## src/rtl/ps2_pkg.sv

```systemverilog
// Shared types and constants for the PS/2 scan-code receiver.
package ps2_pkg;

    // Frame receiver states: wait for start bit, shift data, take parity, take stop.
    typedef enum logic [1:0] {
        IDLE   = 2'd0,
        DATA   = 2'd1,
        PARITY = 2'd2,
        STOP   = 2'd3
    } ps2_state_e;

    // Prefix bytes folded into flags instead of being reported as codes.
    localparam logic [7:0] PS2_PREFIX_EXT = 8'hE0;
    localparam logic [7:0] PS2_PREFIX_BRK = 8'hF0;

    // err_type encodings; 00 is only ever seen out of reset.
    localparam logic [1:0] PS2_ERR_NONE    = 2'b00;
    localparam logic [1:0] PS2_ERR_PARITY  = 2'b01;
    localparam logic [1:0] PS2_ERR_STOP    = 2'b10;
    localparam logic [1:0] PS2_ERR_TIMEOUT = 2'b11;

    // Odd parity holds when the data bits and the parity bit XOR to 1.
    function automatic logic ps2_parity_ok(input logic [7:0] data, input logic par);
        return ^{data, par};
    endfunction

endpackage

```

## src/rtl/ps2_sync_filter.sv

```systemverilog
// Two-flop synchroniser, level-persistence glitch filter and falling-edge
// pulse for the raw PS/2 clock.
module ps2_sync_filter #(
    parameter int FILTER_LEN = 8
) (
    input  logic clk_i,
    input  logic rst_i,
    input  logic raw_i,
    output logic fall_o
);

    localparam int CW = (FILTER_LEN < 2) ? 1 : $clog2(FILTER_LEN + 1);

    logic [1:0]    sync_q;
    logic          filt_q, filt_d;
    logic [CW-1:0] cnt_q, cnt_d;
    logic          fall_q, fall_d;

    // Bring the asynchronous pin into the clock domain; idle level is high.
    always_ff @(posedge clk_i or posedge rst_i) begin
        if (rst_i) sync_q <= 2'b11;
        else       sync_q <= {sync_q[0], raw_i};
    end

    // Filtered level follows the synchronised level only after it has held
    // a new value for FILTER_LEN consecutive cycles; any bounce back restarts.
    always_comb begin
        // NOTE: every variable gets a default first so no path leaves it
        // unassigned, which would otherwise infer a latch.
        filt_d = filt_q;
        cnt_d  = '0;
        fall_d = 1'b0;
        if (sync_q[1] != filt_q) begin
            if (cnt_q == CW'(FILTER_LEN - 1)) begin
                filt_d = sync_q[1];
                fall_d = ~sync_q[1];
            end else begin
                cnt_d = cnt_q + CW'(1);
            end
        end
    end

    // Filter state register; fall_q is high in the cycle the filtered clock drops.
    always_ff @(posedge clk_i or posedge rst_i) begin
        if (rst_i) begin
            filt_q <= 1'b1;
            cnt_q  <= '0;
            fall_q <= 1'b0;
        end else begin
            // NOTE: sequential state uses non-blocking assignments so all
            // registers update from the same pre-edge values.
            filt_q <= filt_d;
            cnt_q  <= cnt_d;
            fall_q <= fall_d;
        end
    end

    assign fall_o = fall_q;

endmodule

```

## src/rtl/ps2_scan_receiver.sv

```systemverilog
// PS/2 keyboard frame receiver: validates 11-bit frames, folds E0/F0
// prefixes into flags and emits one scan-code event or an error pulse.
// The break flag output is named release_flag because release is a
// reserved word in SystemVerilog.
module ps2_scan_receiver #(
    parameter int FILTER_LEN     = 8,
    parameter int TIMEOUT_CYCLES = 50000
) (
    input  logic       CLOCK_50,
    input  logic       reset,
    input  logic       PS2_CLK,
    input  logic       PS2_DAT,
    output logic [7:0] scan_code,
    output logic       extended,
    output logic       release_flag,
    output logic       code_valid,
    output logic       frame_err,
    output logic [1:0] err_type
);
    import ps2_pkg::*;

    localparam int TW = $clog2(TIMEOUT_CYCLES + 1);

    logic       edge_fall;
    logic [1:0] dat_sync_q;
    logic       dat;

    ps2_state_e state_q, state_d;
    logic [2:0] bit_cnt_q, bit_cnt_d;
    logic [7:0] shift_q, shift_d;
    logic       parity_q, parity_d;
    logic       ext_q, ext_d;
    logic       brk_q, brk_d;
    logic [TW-1:0] tmo_q, tmo_d;

    logic [7:0] scan_q, scan_d;
    logic       ext_out_q, ext_out_d;
    logic       rel_out_q, rel_out_d;
    logic       code_valid_q, code_valid_d;
    logic       frame_err_q, frame_err_d;
    logic [1:0] err_type_q, err_type_d;

    ps2_sync_filter #(.FILTER_LEN(FILTER_LEN)) u_clk_filter (
        .clk_i  (CLOCK_50),
        .rst_i  (reset),
        .raw_i  (PS2_CLK),
        .fall_o (edge_fall)
    );

    // Data is only sampled at filtered clock edges, so a plain synchroniser suffices.
    always_ff @(posedge CLOCK_50 or posedge reset) begin
        if (reset) dat_sync_q <= 2'b11;
        else       dat_sync_q <= {dat_sync_q[0], PS2_DAT};
    end
    assign dat = dat_sync_q[1];

    // Frame FSM, prefix folding, timeout and output event generation.
    always_comb begin
        state_d      = state_q;
        bit_cnt_d    = bit_cnt_q;
        shift_d      = shift_q;
        parity_d     = parity_q;
        ext_d        = ext_q;
        brk_d        = brk_q;
        tmo_d        = tmo_q;
        scan_d       = scan_q;
        ext_out_d    = ext_out_q;
        rel_out_d    = rel_out_q;
        code_valid_d = 1'b0;
        frame_err_d  = 1'b0;
        err_type_d   = err_type_q;

        // Inter-edge watchdog runs only inside a frame.
        if (state_q == IDLE || edge_fall) tmo_d = '0;
        else                              tmo_d = tmo_q + TW'(1);

        if (edge_fall) begin
            case (state_q)
                IDLE: begin
                    // A high start bit is treated as noise.
                    if (!dat) begin
                        state_d   = DATA;
                        bit_cnt_d = '0;
                    end
                end
                DATA: begin
                    shift_d   = {dat, shift_q[7:1]};
                    bit_cnt_d = bit_cnt_q + 3'd1;
                    if (bit_cnt_q == 3'd7) state_d = PARITY;
                end
                PARITY: begin
                    parity_d = dat;
                    state_d  = STOP;
                end
                STOP: begin
                    state_d = IDLE;
                    if (!ps2_parity_ok(shift_q, parity_q)) begin
                        frame_err_d = 1'b1;
                        err_type_d  = PS2_ERR_PARITY;
                        ext_d       = 1'b0;
                        brk_d       = 1'b0;
                    end else if (!dat) begin
                        frame_err_d = 1'b1;
                        err_type_d  = PS2_ERR_STOP;
                        ext_d       = 1'b0;
                        brk_d       = 1'b0;
                    end else if (shift_q == PS2_PREFIX_EXT) begin
                        ext_d = 1'b1;
                    end else if (shift_q == PS2_PREFIX_BRK) begin
                        brk_d = 1'b1;
                    end else begin
                        scan_d       = shift_q;
                        ext_out_d    = ext_q;
                        rel_out_d    = brk_q;
                        code_valid_d = 1'b1;
                        ext_d        = 1'b0;
                        brk_d        = 1'b0;
                    end
                end
                default: state_d = IDLE;
            endcase
        end else if (state_q != IDLE && tmo_q == TW'(TIMEOUT_CYCLES - 1)) begin
            // An edge arriving on the terminal cycle takes the branch above instead.
            state_d     = IDLE;
            tmo_d       = '0;
            frame_err_d = 1'b1;
            err_type_d  = PS2_ERR_TIMEOUT;
            ext_d       = 1'b0;
            brk_d       = 1'b0;
        end
    end

    // State and output registers; reset discards any partial frame.
    always_ff @(posedge CLOCK_50 or posedge reset) begin
        if (reset) begin
            state_q      <= IDLE;
            bit_cnt_q    <= '0;
            shift_q      <= '0;
            parity_q     <= 1'b0;
            ext_q        <= 1'b0;
            brk_q        <= 1'b0;
            tmo_q        <= '0;
            scan_q       <= '0;
            ext_out_q    <= 1'b0;
            rel_out_q    <= 1'b0;
            code_valid_q <= 1'b0;
            frame_err_q  <= 1'b0;
            err_type_q   <= PS2_ERR_NONE;
        end else begin
            state_q      <= state_d;
            bit_cnt_q    <= bit_cnt_d;
            shift_q      <= shift_d;
            parity_q     <= parity_d;
            ext_q        <= ext_d;
            brk_q        <= brk_d;
            tmo_q        <= tmo_d;
            scan_q       <= scan_d;
            ext_out_q    <= ext_out_d;
            rel_out_q    <= rel_out_d;
            code_valid_q <= code_valid_d;
            frame_err_q  <= frame_err_d;
            err_type_q   <= err_type_d;
        end
    end

    assign scan_code    = scan_q;
    assign extended     = ext_out_q;
    assign release_flag = rel_out_q;
    assign code_valid   = code_valid_q;
    assign frame_err    = frame_err_q;
    assign err_type     = err_type_q;

endmodule
```

## config.mk

```make
export PLATFORM = sky130hd
export DESIGN_NAME = ps2_scan_receiver
export DESIGN_NICKNAME = d
export VERILOG_FILES = /design/src/rtl/ps2_pkg.sv /design/src/rtl/ps2_sync_filter.sv /design/src/rtl/ps2_scan_receiver.sv
export SDC_FILE = /design/constraint.sdc
export NUM_CORES = 1
export LEC_CHECK = 0
export BUFFER_PORTS_ARGS = -buffer_cell sky130_fd_sc_hd__buf_2
export CORE_AREA = 2 2 91 93
export DETAILED_ROUTE_END_ITERATION = 8
export DIE_AREA = 0 0 93 95
export SLEW_MARGIN = 40
export SYNTH_ARGS = -nofsm -noshare
export SYNTH_HDL_FRONTEND = slang
export SYNTH_SLANG_ARGS = --single-unit
```

## constraint.sdc

```tcl
create_clock -name CLOCK_50 -period 2 [get_ports CLOCK_50]
set_input_delay 0.1 -clock CLOCK_50 [delete_from_list [all_inputs] [get_ports CLOCK_50]]
set_output_delay 0.1 -clock CLOCK_50 [all_outputs]
set_load 0.02 [all_outputs]
```

==> impl_metrics.yaml, run 1 <==
sta:
  tightest_slew_ns: 0.459
  rsz0062_at_grt: "yes"
  finalCriticalPeriod_ns: 2.00
  min_period_over_period: 1.00
  max_slew_margin: 0.693
  maxSlewViolCount: 0
  max_freq_mhz: 499
  final-hold-violation-count: 0
  fin_ws_ns: -0.00303
  finalSetupViolCount: 1
  clock_skew_ns: 0.00543
worst_hold_path:
  hold_path.class: "reg -> reg"
  hold_depth: 0
  min_from: "dat_sync_q[0]"
  hold_end: "dat_sync_q[1]"
pwr:
  sw_frac_of_total: 0.217
  power.leakage_uw: 0.00138
  seq_power_share: 0.589
  internal_power_uw: 1600
  powerDensity_nw_per_um2: 687
  ir_drop_uv: 290
  pwr-share-comb: 0.055
  power_uw: 2050
  pwr-share-clk: 0.356
  power.switching_uw: 444
placement:
  postPlaceCellArea_sq_um: 2830
  place_ws_ns: -0.00862
  place_hpwl_mm: 2.97
  numPortBuffers: 17
  gp_congestion: 0.721
logic_synthesis:
  synth-seq-area-share: 0.558
  syn_nets: 215
  synth_top_area_cell: "dfrtp_1"
  synthMuxAreaShare: 0.103
  synthSimpleGateAreaFrac: 0.130
  netlist.area_leader.share: 0.506
  synthTopCellsByArea: "dfrtp_1 51%, mux2_4 5.4%, dfstp_2 5.2%, mux2_2 4.9%, xnor2_1 4.9%"
  synth_seq_cells: 56
  yosys_warnings: 0
  synth-compound-area-share: 0.0704
  synth_area_sq_um: 2520
  synthXorXnorAreaFrac: 0.0749
  synth_top_family_by_area: "simple AND/OR/NAND/NOR gates"
  ys_types: 41
  synth_fa_ha_area_frac: 0.0397
  avgSynthCellArea_sq_um: 12.4
  post_synth_inst_count: 203
finish:
  area_growth_pct: 18.1
  nNetsFinal: 253
  diodes: 0
  design_area_sq_um: 2980
  finish.utilization: 0.376
  drive_gt1_frac: 0.289
  mostFrequentLayoutCell: "dfrtp_1"
  final_cell_mix: "51 x dfrtp_1, 19 x nor2_1, 17 x buf_2"
drt:
  drt.antenna.violating_nets: 0
  wl_mm: 4.32
  drtPass1Iterations: 4
  drtIter0Drc: 52
  vias: 1584
  vias_per_cell: 4.56
  wl_per_cell_um: 12.4
  drc: 0
floorplanning:
  die_h_um: 95
  die_w_um: 93
  die-area_sq_um: 8840
  rows: 33
  start_util: 0.318
  core_sq_um: 7930
  io_pins: 18
global_route:
  grt_pass1_vias: 1564
  overflow: 0
  antenna_found_initial: 0
  grt_max_degree: 57
  grt.total_usage: 0.108
  grt_first_pass_wirelength_mm: 7.67
run_status:
  status: "finished with violations"
  violations: "negative setup slack"
setup_path:
  r2r_end: "scan_code[4]"
  cp_cell_sequence: "xnor2_1 > xnor3_2 > xnor2_2 > and4bb_4 > buf_12 > mux2_4"
  path_max_fanout: 7
  crit_arrival_ns: 2.20
  end_kind: "register"
  worst_ep_required_time_ns: 2.19
  cpPeakStageDelay_ns: 0.47
  slowest_stage: "xnor3_2"
  reg2reg_depth: 6
  rr_startpoint: "parity_q"
  cp-start-kind: "register"
  crit_type: "reg -> reg"
  ff2ff_setup_slack_ns: -0.003
job:
  drv_cap: 0
clock_network:
  ctsRootBufferMaster: "clkbuf_8"
  cts_tree: "yes"
  clock-sinks: 56
  cts.repair.resized: 0
  cts_inserted_buffers: 5
  h-tree-depth: 2
  clock_path_buffers: 2
  clkLatencyLatePin_ns: 0.30
  path_clk_slew_ns: 0.09
[routing by layer]
layer  up-vias  routed length (um)  global-route usage
met1       772                2270               0.153
li1        788                   -                   -
met5         -                   0                   0
met4         0                  46              0.0331
met3         5                 120              0.0247
met2        19                1880               0.165
[power groups by stage]
stage / clock network (uW) / registers (uW) / logic [uW]
3_3_place_gp: 0 / 1230 / 110
2_1_floorplan: 0 / 1220 / 85.6
6_report: 729 / 1210 / 113
3_5_place_dp: 0 / 1230 / 112
5_1_grt: 798 / 1210 / 131
4_1_cts: 769 / 1210 / 117
[kinds of logic (layout without fill, tap and decap cells)]
group,Yosys count,in the layout
compound gates,27,27
xor+xnor,19,19
fa+ha+maj,8,8
buf+inv,12,51
flops,56,56
mux,20,20
simple gates,61,61
[critical path, delay by kind of cell, from the launching register on]
family	cells	cell delay [ns]
xor+xnor	3	0.78
flops	1	0.39
simple gates	1	0.30
mux	1	0.29
buf+inv	1	0.14
[state kept, by name (all words and copies together), names as in the netlist, 2 cells and up]
| name | count |
|---|---|
| err_type | 2 |
| u_clk_filter.cnt_q | 4 |
| scan_code | 8 |
| dat_sync_q | 2 |
| u_clk_filter.sync_q | 2 |
| state_q | 2 |
| tmo_q | 16 |
| shift_q | 8 |
| bit_cnt_q | 3 |
[synthesized netlist by cell type, drive strengths merged]
library cell,instances
o31a,1
and4bb,1
nor3,3
xor2,3
dfstp,5
a32o,2
nand4,4
nand3,5
o22a,2
o21a,2
or3,4
a21o,2
xnor3,1
and4,1
dfrtp,51
a31oi,1
nor2b,2
o311ai,1
or4,1
mux2,20
ha,8
nand4b,1
nand2,10
inv,9
nor4bb,2
clkbuf,2
xnor2,15
a21boi,1
nor2,19
nand3b,1
nand2b,1
buf,1
nor4,1
a21oi,6
nor3b,1
nor4b,1
o21ai,9
and3,3
[repair_timing]
item	4_1_cts	5_1_grt
setup buffers	1	0
setup endpoints to repair	9	9
gates cloned	0	0
hold buffers	3	0
endpoints found under the hold margin	53	0
[cell type report]
type / instances / area, sq um
clock buffer: 6 / 72.6
clock inverter: 2 / 35.0
fill: 770 / 4950
inverter: 9 / 33.8
multi-input combinational: 135 / 1050
sequential: 56 / 1410
tap: 105 / 131
timing repair buffer: 34 / 245
[stage by stage]
step	TNS, ns	std cells	hold WS, ns
after floorplan	0	203	0.104
after global placement	0	335	0.179
after detailed placement	-0.0186	335	0.183
after CTS	-0.0738	347	0.361
after global routing	-0.454	347	0.369
final	-0.00303	347	0.360
[worst max-delay path by stage]
stage               start      endpoint  slack (ns)
3_3_place_gp     parity_q  scan_code[6]        0.02
6_report         parity_q  scan_code[4]      -0.003
4_1_cts          parity_q  scan_code[4]       -0.02
5_1_grt          parity_q  scan_code[3]       -0.06
2_1_floorplan  shift_q[3]      extended        0.01
3_5_place_dp     parity_q  scan_code[4]      -0.009
Power figures use the tool's default switching activity.
==> run 2: changes to the inputs <==
Settings changed: BUFFER_PORTS_ARGS -buffer_cell sky130_fd_sc_hd__buf_2 to unset, CORE_AREA 2 2 91 93 to 8 8 97 99, DIE_AREA 0 0 93 95 to 0 0 105 107, DONT_BUFFER_PORTS set to 1, GPL_TIMING_DRIVEN set to 0.
==> impl_metrics.yaml, run 2 (synthesis results as in run 1) <==
pwr:
  ir_drop_uv: 316
  power.leakage_uw: 0.00129
  powerDensity_nw_per_um2: 734
  power_uw: 2180
clock_network:
  clkLatencyLatePin_ns: 0.31
  ctsRootBufferMaster: "clkbuf_8"
  cts_inserted_buffers: 5
  h-tree-depth: 2
  cts_tree: "yes"
  clock_path_buffers: 2
  path_clk_slew_ns: 0.10
  clock-sinks: 56
run_status:
  violations: "negative setup slack"
  status: "finished with violations"
floorplanning:
  io_pins: 18
  die-area_sq_um: 11200
  die_h_um: 107
  rows: 33
  start_util: 0.318
  die_w_um: 105
  core_sq_um: 7930
sta:
  min_period_over_period: 1.06
  rsz0062_at_grt: "yes"
  fin_ws_ns: -0.113
  final-hold-violation-count: 0
  finalCriticalPeriod_ns: 2.11
  max_freq_mhz: 473
  max_slew_margin: 0.690
  clock_skew_ns: 0.0112
  finalSetupViolCount: 10
  tns_ns: -0.952
  maxSlewViolCount: 0
  tightest_slew_ns: 0.463
finish:
  stdcell_count: 328
  final_cell_mix: "50 x dfrtp_1, 19 x nor2_1, 12 x xnor2_1"
  area_growth_pct: 17.5
  largest_register_ffs: 16
  drive_gt1_frac: 0.247
  diodes: 0
  mostFrequentLayoutCell: "dfrtp_1"
  regMostFlops: "tmo_q"
  nFillCells: 780
  design_area_sq_um: 2960
  nNetsFinal: 234
placement:
  placedCellCount: 309
  gp_congestion: 0.800
  numPortBuffers: 0
  place_hpwl_mm: 3.02
  postPlaceCellArea_sq_um: 2680
global_route:
  antenna_found_initial: 0
  overflow: 0
  grt_max_degree: 35
  grt_first_pass_wirelength_mm: 7.60
  grt.total_usage: 0.0816
  grt_pass1_vias: 1561
setup_path:
  worst_ep_required_time_ns: 2.20
  slowest_stage: "xnor3_2"
  end_kind: "register"
  critPathBufInv: 1
  cp-start-kind: "register"
  critPathTopFamily: "XOR/XNOR gates"
  crit_type: "reg -> reg"
  crit_arrival_ns: 2.31
  cp_cell_sequence: "xnor2_2 > xnor3_2 > xnor2_4 > and4bb_4 > clkbuf_16 > mux2_4"
  cpPeakStageDelay_ns: 0.49
  path_max_fanout: 5
drt:
  wl_per_cell_um: 13.7
  drc: 0
  vias_per_cell: 4.70
  wl_mm: 4.50
  drtIter0Drc: 41
  drtPass1Iterations: 4
  drt.antenna.violating_nets: 0
  vias: 1543
worst_hold_path:
  hold_path.class: "in -> async"
job:
  drv_cap: 0
## run 2: power by group
group          switching, uW  leakage (uW)  internal, uW
Clock                    359     0.0000654           501
Combinational           59.9      0.000464          51.8
Sequential              26.9      0.000761          1180
Total                    446       0.00129          1730
## run 2: final cells by class
| cell class | instances | area, sq um | share of cell area |
|---|---|---|---|
| buffer | 2 | 23.8 | 0.00802 |
| multi-input combinational | 135 | 1100 | 0.370 |
| tap | 105 | 131 | 0.0443 |
| clock buffer | 6 | 72.6 | 0.0245 |
| clock inverter | 2 | 60.1 | 0.0203 |
| sequential | 56 | 1410 | 0.475 |
| timing repair buffer | 13 | 135 | 0.0456 |
| inverter | 9 | 36.3 | 0.0122 |
## run 2: path summary, 6_finish.rpt
kind	start	end	slack [ns]	cells after the start
min in group CLOCK_50	PS2_CLK	u_clk_filter.sync_q[0]	0.33	1
hold reg to reg	u_clk_filter.sync_q[0]	u_clk_filter.sync_q[1]	0.36	0
setup reg to reg	shift_q[3]	scan_code[0]	-0.11	6
max in group asynchronous	reset	u_clk_filter.sync_q[1]	1.24	3
setup / recovery	shift_q[3]	scan_code[0]	-0.11	6
hold / removal	reset	tmo_q[3]	0.23	2
## run 2: repair_timing
| item | in CTS | in global routing |
|---|---|---|
| gates resized for setup | 3 | 5 |
| gates cloned | 0 | 1 |
| setup buffers | 5 | 3 |
| pin swaps | 3 | 5 |
| setup endpoints to repair | 16 | 15 |
| hold endpoints to repair | 53 | 0 |
| hold buffers | 3 | 0 |
## run 2: stage by stage
step	util	worst slack [ns]	hold WS [ns]
finish	0.374	-0.113	0.233
global route	0.374	-0.166	0.252
CTS	0.366	-0.110	0.237
detailed placement	0.338	-0.181	-0.0436
global placement	0.335	-0.174	0.105
floorplan	-	0.0101	0.104
## run 2: routing by layer
layer / track usage / part of all wire / wire length (um) / up-vias
li1: - / - / - / 744
met1: 0.108 / 0.51 / 2280 / 776
met2: 0.126 / 0.45 / 2050 / 19
met3: 0.0270 / 0.034 / 155 / 4
met4: 0.0204 / 0.0047 / 21 / 0
met5: 0 / 0 / 0 / -
## run 2: worst reg2reg max path, cell delays in order, from the launching register on
cell,delay (ns)
dfrtp_2,0.45
xnor2_2,0.15
xnor3_2,0.49
xnor2_4,0.16
and4bb_4,0.31
clkbuf_16,0.17
mux2_4,0.29
